**config.mk**
```make
export PLATFORM = sky130hd
export DESIGN_NAME = instr_field_decode_stage
export DESIGN_NICKNAME = d
export VERILOG_FILES = /design/src/rtl/mips_isa_pkg.sv /design/src/rtl/instr_field_split.sv /design/src/rtl/instr_field_decode_stage.sv
export SDC_FILE = /design/constraint.sdc
export NUM_CORES = 1
export LEC_CHECK = 0
export ABC_AREA = 1
export CORE_UTILIZATION = 41
export DETAILED_ROUTE_END_ITERATION = 8
export HOLD_SLACK_MARGIN = 0.03
export PLACE_DENSITY = 0.84
export SLEW_MARGIN = 20
export SYNTH_ARGS = -nofsm -noshare
export SYNTH_HDL_FRONTEND = slang
export SYNTH_SLANG_ARGS = --single-unit
```
**constraint.sdc**
```tcl
create_clock -name clk_i -period 6 [get_ports clk_i]
set_input_delay 0.6 -clock clk_i [delete_from_list [all_inputs] [get_ports clk_i]]
set_output_delay 0.6 -clock clk_i [all_outputs]
set_load 0.02 [all_outputs]
```
**src/rtl/mips_isa_pkg.sv**
```systemverilog
// mips_isa_pkg: MIPS field positions, extension opcodes and decoded-field struct
package mips_isa_pkg;
  localparam int OPC_MSB   = 31;
  localparam int RS_MSB    = 25;
  localparam int RT_MSB    = 20;
  localparam int RD_MSB    = 15;
  localparam int SHAMT_MSB = 10;
  localparam int FUNCT_MSB = 5;
  localparam logic [5:0] OPC_ANDI = 6'h0C;
  localparam logic [5:0] OPC_ORI  = 6'h0D;
  localparam logic [5:0] OPC_XORI = 6'h0E;
  localparam logic [5:0] OPC_LUI  = 6'h0F;
  typedef struct packed {
    logic [5:0] opcode;
    logic [4:0] rs;
    logic [4:0] rt;
    logic [4:0] rd;
    logic [4:0] shamt;
    logic [5:0] funct;
  } instr_fields_t;
endpackage

```
**src/rtl/instr_field_split.sv**
```systemverilog
// instr_field_split: combinational MIPS word split with opcode-selected immediate extension
module instr_field_split
  import mips_isa_pkg::*;
#(
  parameter int XLEN = 32
) (
  input  logic [31:0]     word_i,
  output instr_fields_t   fields_o,
  output logic [XLEN-1:0] imm_o
);
  logic [5:0] opc;
  logic       zext;
  assign opc  = word_i[OPC_MSB -: 6];
  assign zext = opc inside {OPC_ANDI, OPC_ORI, OPC_XORI, OPC_LUI};
  always_comb begin
    fields_o.opcode = opc;
    fields_o.rs     = word_i[RS_MSB -: 5];
    fields_o.rt     = word_i[RT_MSB -: 5];
    fields_o.rd     = word_i[RD_MSB -: 5];
    fields_o.shamt  = word_i[SHAMT_MSB -: 5];
    fields_o.funct  = word_i[FUNCT_MSB -: 6];
  end
  assign imm_o = zext ? XLEN'(word_i[15:0]) : XLEN'($signed(word_i[15:0]));
endmodule

```
**src/rtl/instr_field_decode_stage.sv**
```systemverilog
// instr_field_decode_stage: 2-entry skid FIFO between fetch and decode, fields split from the registered head
module instr_field_decode_stage
  import mips_isa_pkg::*;
#(
  parameter int                 INSTR_W  = 32,
  parameter int                 XLEN     = 32,
  parameter int                 PC_W     = 32,
  parameter logic [INSTR_W-1:0] NOP_WORD = '0
) (
  input  logic               clk_i,
  input  logic               reset_i,
  input  logic               in_valid_i,
  output logic               in_ready_o,
  input  logic [INSTR_W-1:0] in_instr_i,
  input  logic [PC_W-1:0]    in_pc_i,
  input  logic               flush_i,
  output logic               out_valid_o,
  input  logic               out_ready_i,
  output logic [INSTR_W-1:0] out_instr_o,
  output logic [PC_W-1:0]    out_pc_o,
  output logic [5:0]         out_opcode_o,
  output logic [4:0]         out_rs_o,
  output logic [4:0]         out_rt_o,
  output logic [4:0]         out_rd_o,
  output logic [4:0]         out_shamt_o,
  output logic [5:0]         out_funct_o,
  output logic [XLEN-1:0]    out_imm_o,
  output logic [1:0]         out_count_o
);
  logic [INSTR_W-1:0] instr_q [2];
  logic [PC_W-1:0]    pc_q [2];
  logic               head_q, head_d, tail_q, tail_d;
  logic [1:0]         count_q, count_d;
  logic               push, pop;
  instr_fields_t      fields;
  assign in_ready_o  = !reset_i && count_q != 2'd2;
  assign out_valid_o = count_q != 2'd0;
  assign push        = in_valid_i && in_ready_o;
  assign pop         = out_valid_o && out_ready_i;
  always_comb begin
    count_d = flush_i ? 2'd0 : count_q + 2'(push) - 2'(pop);
    head_d  = flush_i ? 1'b0 : head_q ^ pop;
    tail_d  = flush_i ? 1'b0 : tail_q ^ push;
  end
  always_ff @(posedge clk_i) begin
    if (reset_i) begin
      count_q <= 2'd0;
      head_q  <= 1'b0;
      tail_q  <= 1'b0;
    end else begin
      count_q <= count_d;
      head_q  <= head_d;
      tail_q  <= tail_d;
    end
  end
  // payload needs no reset: it is only visible while count_q marks it valid
  always_ff @(posedge clk_i) begin
    if (push && !flush_i) begin
      instr_q[tail_q] <= in_instr_i;
      pc_q[tail_q]    <= in_pc_i;
    end
  end
  assign out_instr_o = out_valid_o ? instr_q[head_q] : NOP_WORD;
  assign out_pc_o    = out_valid_o ? pc_q[head_q] : '0;
  assign out_count_o = count_q;
  instr_field_split #(.XLEN(XLEN)) u_split (
    .word_i  (out_instr_o[31:0]),
    .fields_o(fields),
    .imm_o   (out_imm_o)
  );
  assign out_opcode_o = fields.opcode;
  assign out_rs_o     = fields.rs;
  assign out_rt_o     = fields.rt;
  assign out_rd_o     = fields.rd;
  assign out_shamt_o  = fields.shamt;
  assign out_funct_o  = fields.funct;
endmodule
```
==> flow_metrics.py <==
metrics = {
    "outcome": {
        "status": "finished, final reports clean",
    },
    "synth": {
        "syn_inst": 450,
        "synthDistinctLibCells": 21,
        "syn_area_sq_mm": 0.00557,
        "syn-num-nets": 521,
        "synth-seq-area-share": 0.704,
        "avgSynthCellArea_sq_um": 12.4,
        "synth.yosys.warnings": 0,
        "synth_seq_cells": 132,
    },
    "clock_network": {
        "ctsLongestPathBuffers": 2,
        "clk_pin_slew_ns": 0.05,
        "hold_buffers": 0,
        "cts_buffers": 17,
        "post_cts_resized": 0,
        "htree_num_levels": 4,
        "clk-insertion-delay-late_ns": 0.39,
        "cts_setup_buffers": 0,
        "tritoncts": "done",
        "clock-sinks": 132,
        "cts_root_buffer": "clkbuf_16",
    },
    "worst_setup_path": {
        "cp_data_arrival_time_ns": 3.25,
        "end_kind": "output port",
        "start_kind": "flip-flop",
        "rr_worst_depth": 5,
        "reg2reg_to": "pc_q[0][3]$_DFFE_PP_",
        "timing.rr.start": "out_count_o[0]$_SDFF_PP0_",
        "reg2reg_slack_ns": 3.96,
        "startpoint": "head_q$_SDFF_PP0_",
        "endpoint": "out_imm_o[21]",
        "crit_required_ns": 5.40,
        "crit_type": "flip-flop to output port",
        "cp_max_fo": 64,
    },
    "floorplan": {
        "io_pins": 201,
        "die_w_microns": 119,
        "die_h_microns": 119,
        "start_util": 0.421,
        "fp.coreArea_sq_mm": 0.0132,
        "die_area_sq_mm": 0.0141,
        "row_count": 42,
    },
    "finish": {
        "final_nets": 662,
        "area_delta_synth_final_pct": 39.7,
        "fillCellCount": 1076,
        "insertedDiodeCount": 0,
        "final_cells": 780,
        "layout-drive-gt1-share": 0.0613,
        "design_area_sq_mm": 0.00779,
    },
    "timing": {
        "min_period_ns": 3.85,
        "tightestPinTransition_ns": 0.888,
        "slew_headroom": 0.407,
        "final_max_slew_viol_count": 0,
        "rsz0062_at_grt": "no",
        "tns_ns": 0,
        "max_freq_mhz": 260,
        "min_period_over_period": 0.642,
        "finalHoldViolations": 0,
        "clock_skew_ns": 0.00507,
        "setup_viol": 0,
    },
    "placed_design": {
        "portBuffers": 200,
        "dpl_cell_area_sq_mm": 0.00721,
        "hpwlAfterDp_microns": 7580,
        "dp_cells": 748,
        "place.gp.congestion": 0.743,
    },
    "min_path": {
        "hold_class": "flip-flop to flip-flop",
        "hp-start": "tail_q$_SDFF_PP0_",
    },
    "power": {
        "power_leakage_nw": 2.73,
        "max-vdd-ir-drop_mv": 0.168,
        "power_density_mw_per_mm2": 290,
    },
    "route": {
        "ant_nets": 0,
        "drtIter0Drc": 241,
        "drt-pass1-iter-count": 4,
        "drc": 0,
        "totalWireLength_microns": 11800,
        "avgViaCountPerCell": 4.71,
        "vias": 3677,
        "wire_per_inst_microns": 15.1,
    },
    "global_routing": {
        "antenna_found_initial": 1,
        "grt_pass1_vias": 3612,
        "grt_use_total": 0.170,
        "grt_max_degree": 67,
        "grt_overflow": 0,
        "grt_pass1_wl_microns": 18300,
    },
    "run": {
        "cap_viol_max_count": 0,
    },
}
[through the flow]
| step | power, mW | setup slack (ns) | util | hold slack [ns] |
|---|---|---|---|---|
| 3_3_place_gp | 1.28 | 2.67 | 0.545 | 0.453 |
| 5_1_grt | 2.33 | 1.71 | 0.588 | 0.491 |
| 4_1_cts | 2.28 | 2.10 | 0.588 | 0.479 |
| 3_5_place_dp | 1.29 | 2.54 | 0.545 | 0.465 |
| 2_1_floorplan | 1.18 | 0.288 | - | 0.444 |
| 6_report | 2.26 | 2.15 | 0.588 | 0.477 |
[layout by cell type (no fill, tap or decap), types with 5 or more instances in the layout]
cell,count
clkinv_1,5
clkbuf_16,17
edfxtp_1,128
nor2_1,6
a21oi_1,64
nand2_1,136
buf_4,5
inv_1,12
clkdlybuf4s50_1,200
[critical path, stage by stage (launching register included)]
cell             delay [ns]
dfxtp_2                0.33
clkinv_2               0.67
nand2_1                0.30
nand2_1                0.08
nand3_1                0.10
nor2_1                 0.06
nor2_1                 0.58
clkdlybuf4s50_1        0.74
[cells by family (layout without fill, tap and decap cells)]
kind of cell    Yosys count  in the layout  synth area share
xor+xnor                  2              2           0.00314
fa+ha+maj                 2              2           0.00449
buf+inv                  97            251             0.123
compound gates           67             67            0.0608
flops                   132            132             0.704
simple gates            150            150             0.104
[power by group]
part / total (mW) / internal (mW) / switching (mW) / leakage [nW]
combinational: 0.231 / 0.112 / 0.119 / 1.26
clock: 0.993 / 0.645 / 0.348 / 0.272
sequential: 1.04 / 1.03 / 0.00500 / 1.20
[cells in the mapped netlist (all sizes together)]
master	number	area [sq um]
nand2	136	510
edfxtp	128	3840
buf	83	634
a21oi	65	329
inv	14	52.6
nor2	9	43.8
dfxtp	4	80.1
nand3	3	15.0
ha	2	25.0
o21ai	2	10.0
nand3b	1	7.51
nor3	1	5.00
xnor2	1	8.76
xor2	1	8.76
[cell type report]
class                      count  area [sq um]  share of cell area
clock buffer                  20           437              0.0561
sequential                   132          3930               0.504
timing repair buffer         205          2040               0.262
inverter                      14          53.8             0.00691
multi-input combinational    221           976               0.125
clock inverter                12           138              0.0177
tap                          176           220              0.0283
[metal layers]
metal	track usage	wire [microns]	vias to the layer above
li1	-	-	1759
met1	0.195	4810	1756
met2	0.301	6200	151
met3	0.0536	658	9
met4	0.0546	89	2
met5	0	13	-
[how the worst min path moves through the flow]
stage	endpoint	slack (ns)	depth (start not counted)
2_1_floorplan	tail_q$_SDFF_PP0_	0.44	2
5_1_grt	tail_q$_SDFF_PP0_	0.49	2
6_report	tail_q$_SDFF_PP0_	0.48	2
3_3_place_gp	tail_q$_SDFF_PP0_	0.45	2
3_5_place_dp	tail_q$_SDFF_PP0_	0.47	2
4_1_cts	tail_q$_SDFF_PP0_	0.48	2
[sequential cells by signal (all words and copies together) (netlist names)]
signal and flops:
head_q 1, pc_q 64, tail_q 1, out_count_o 2
instr_q 64
Power figures use the tool's default switching activity.
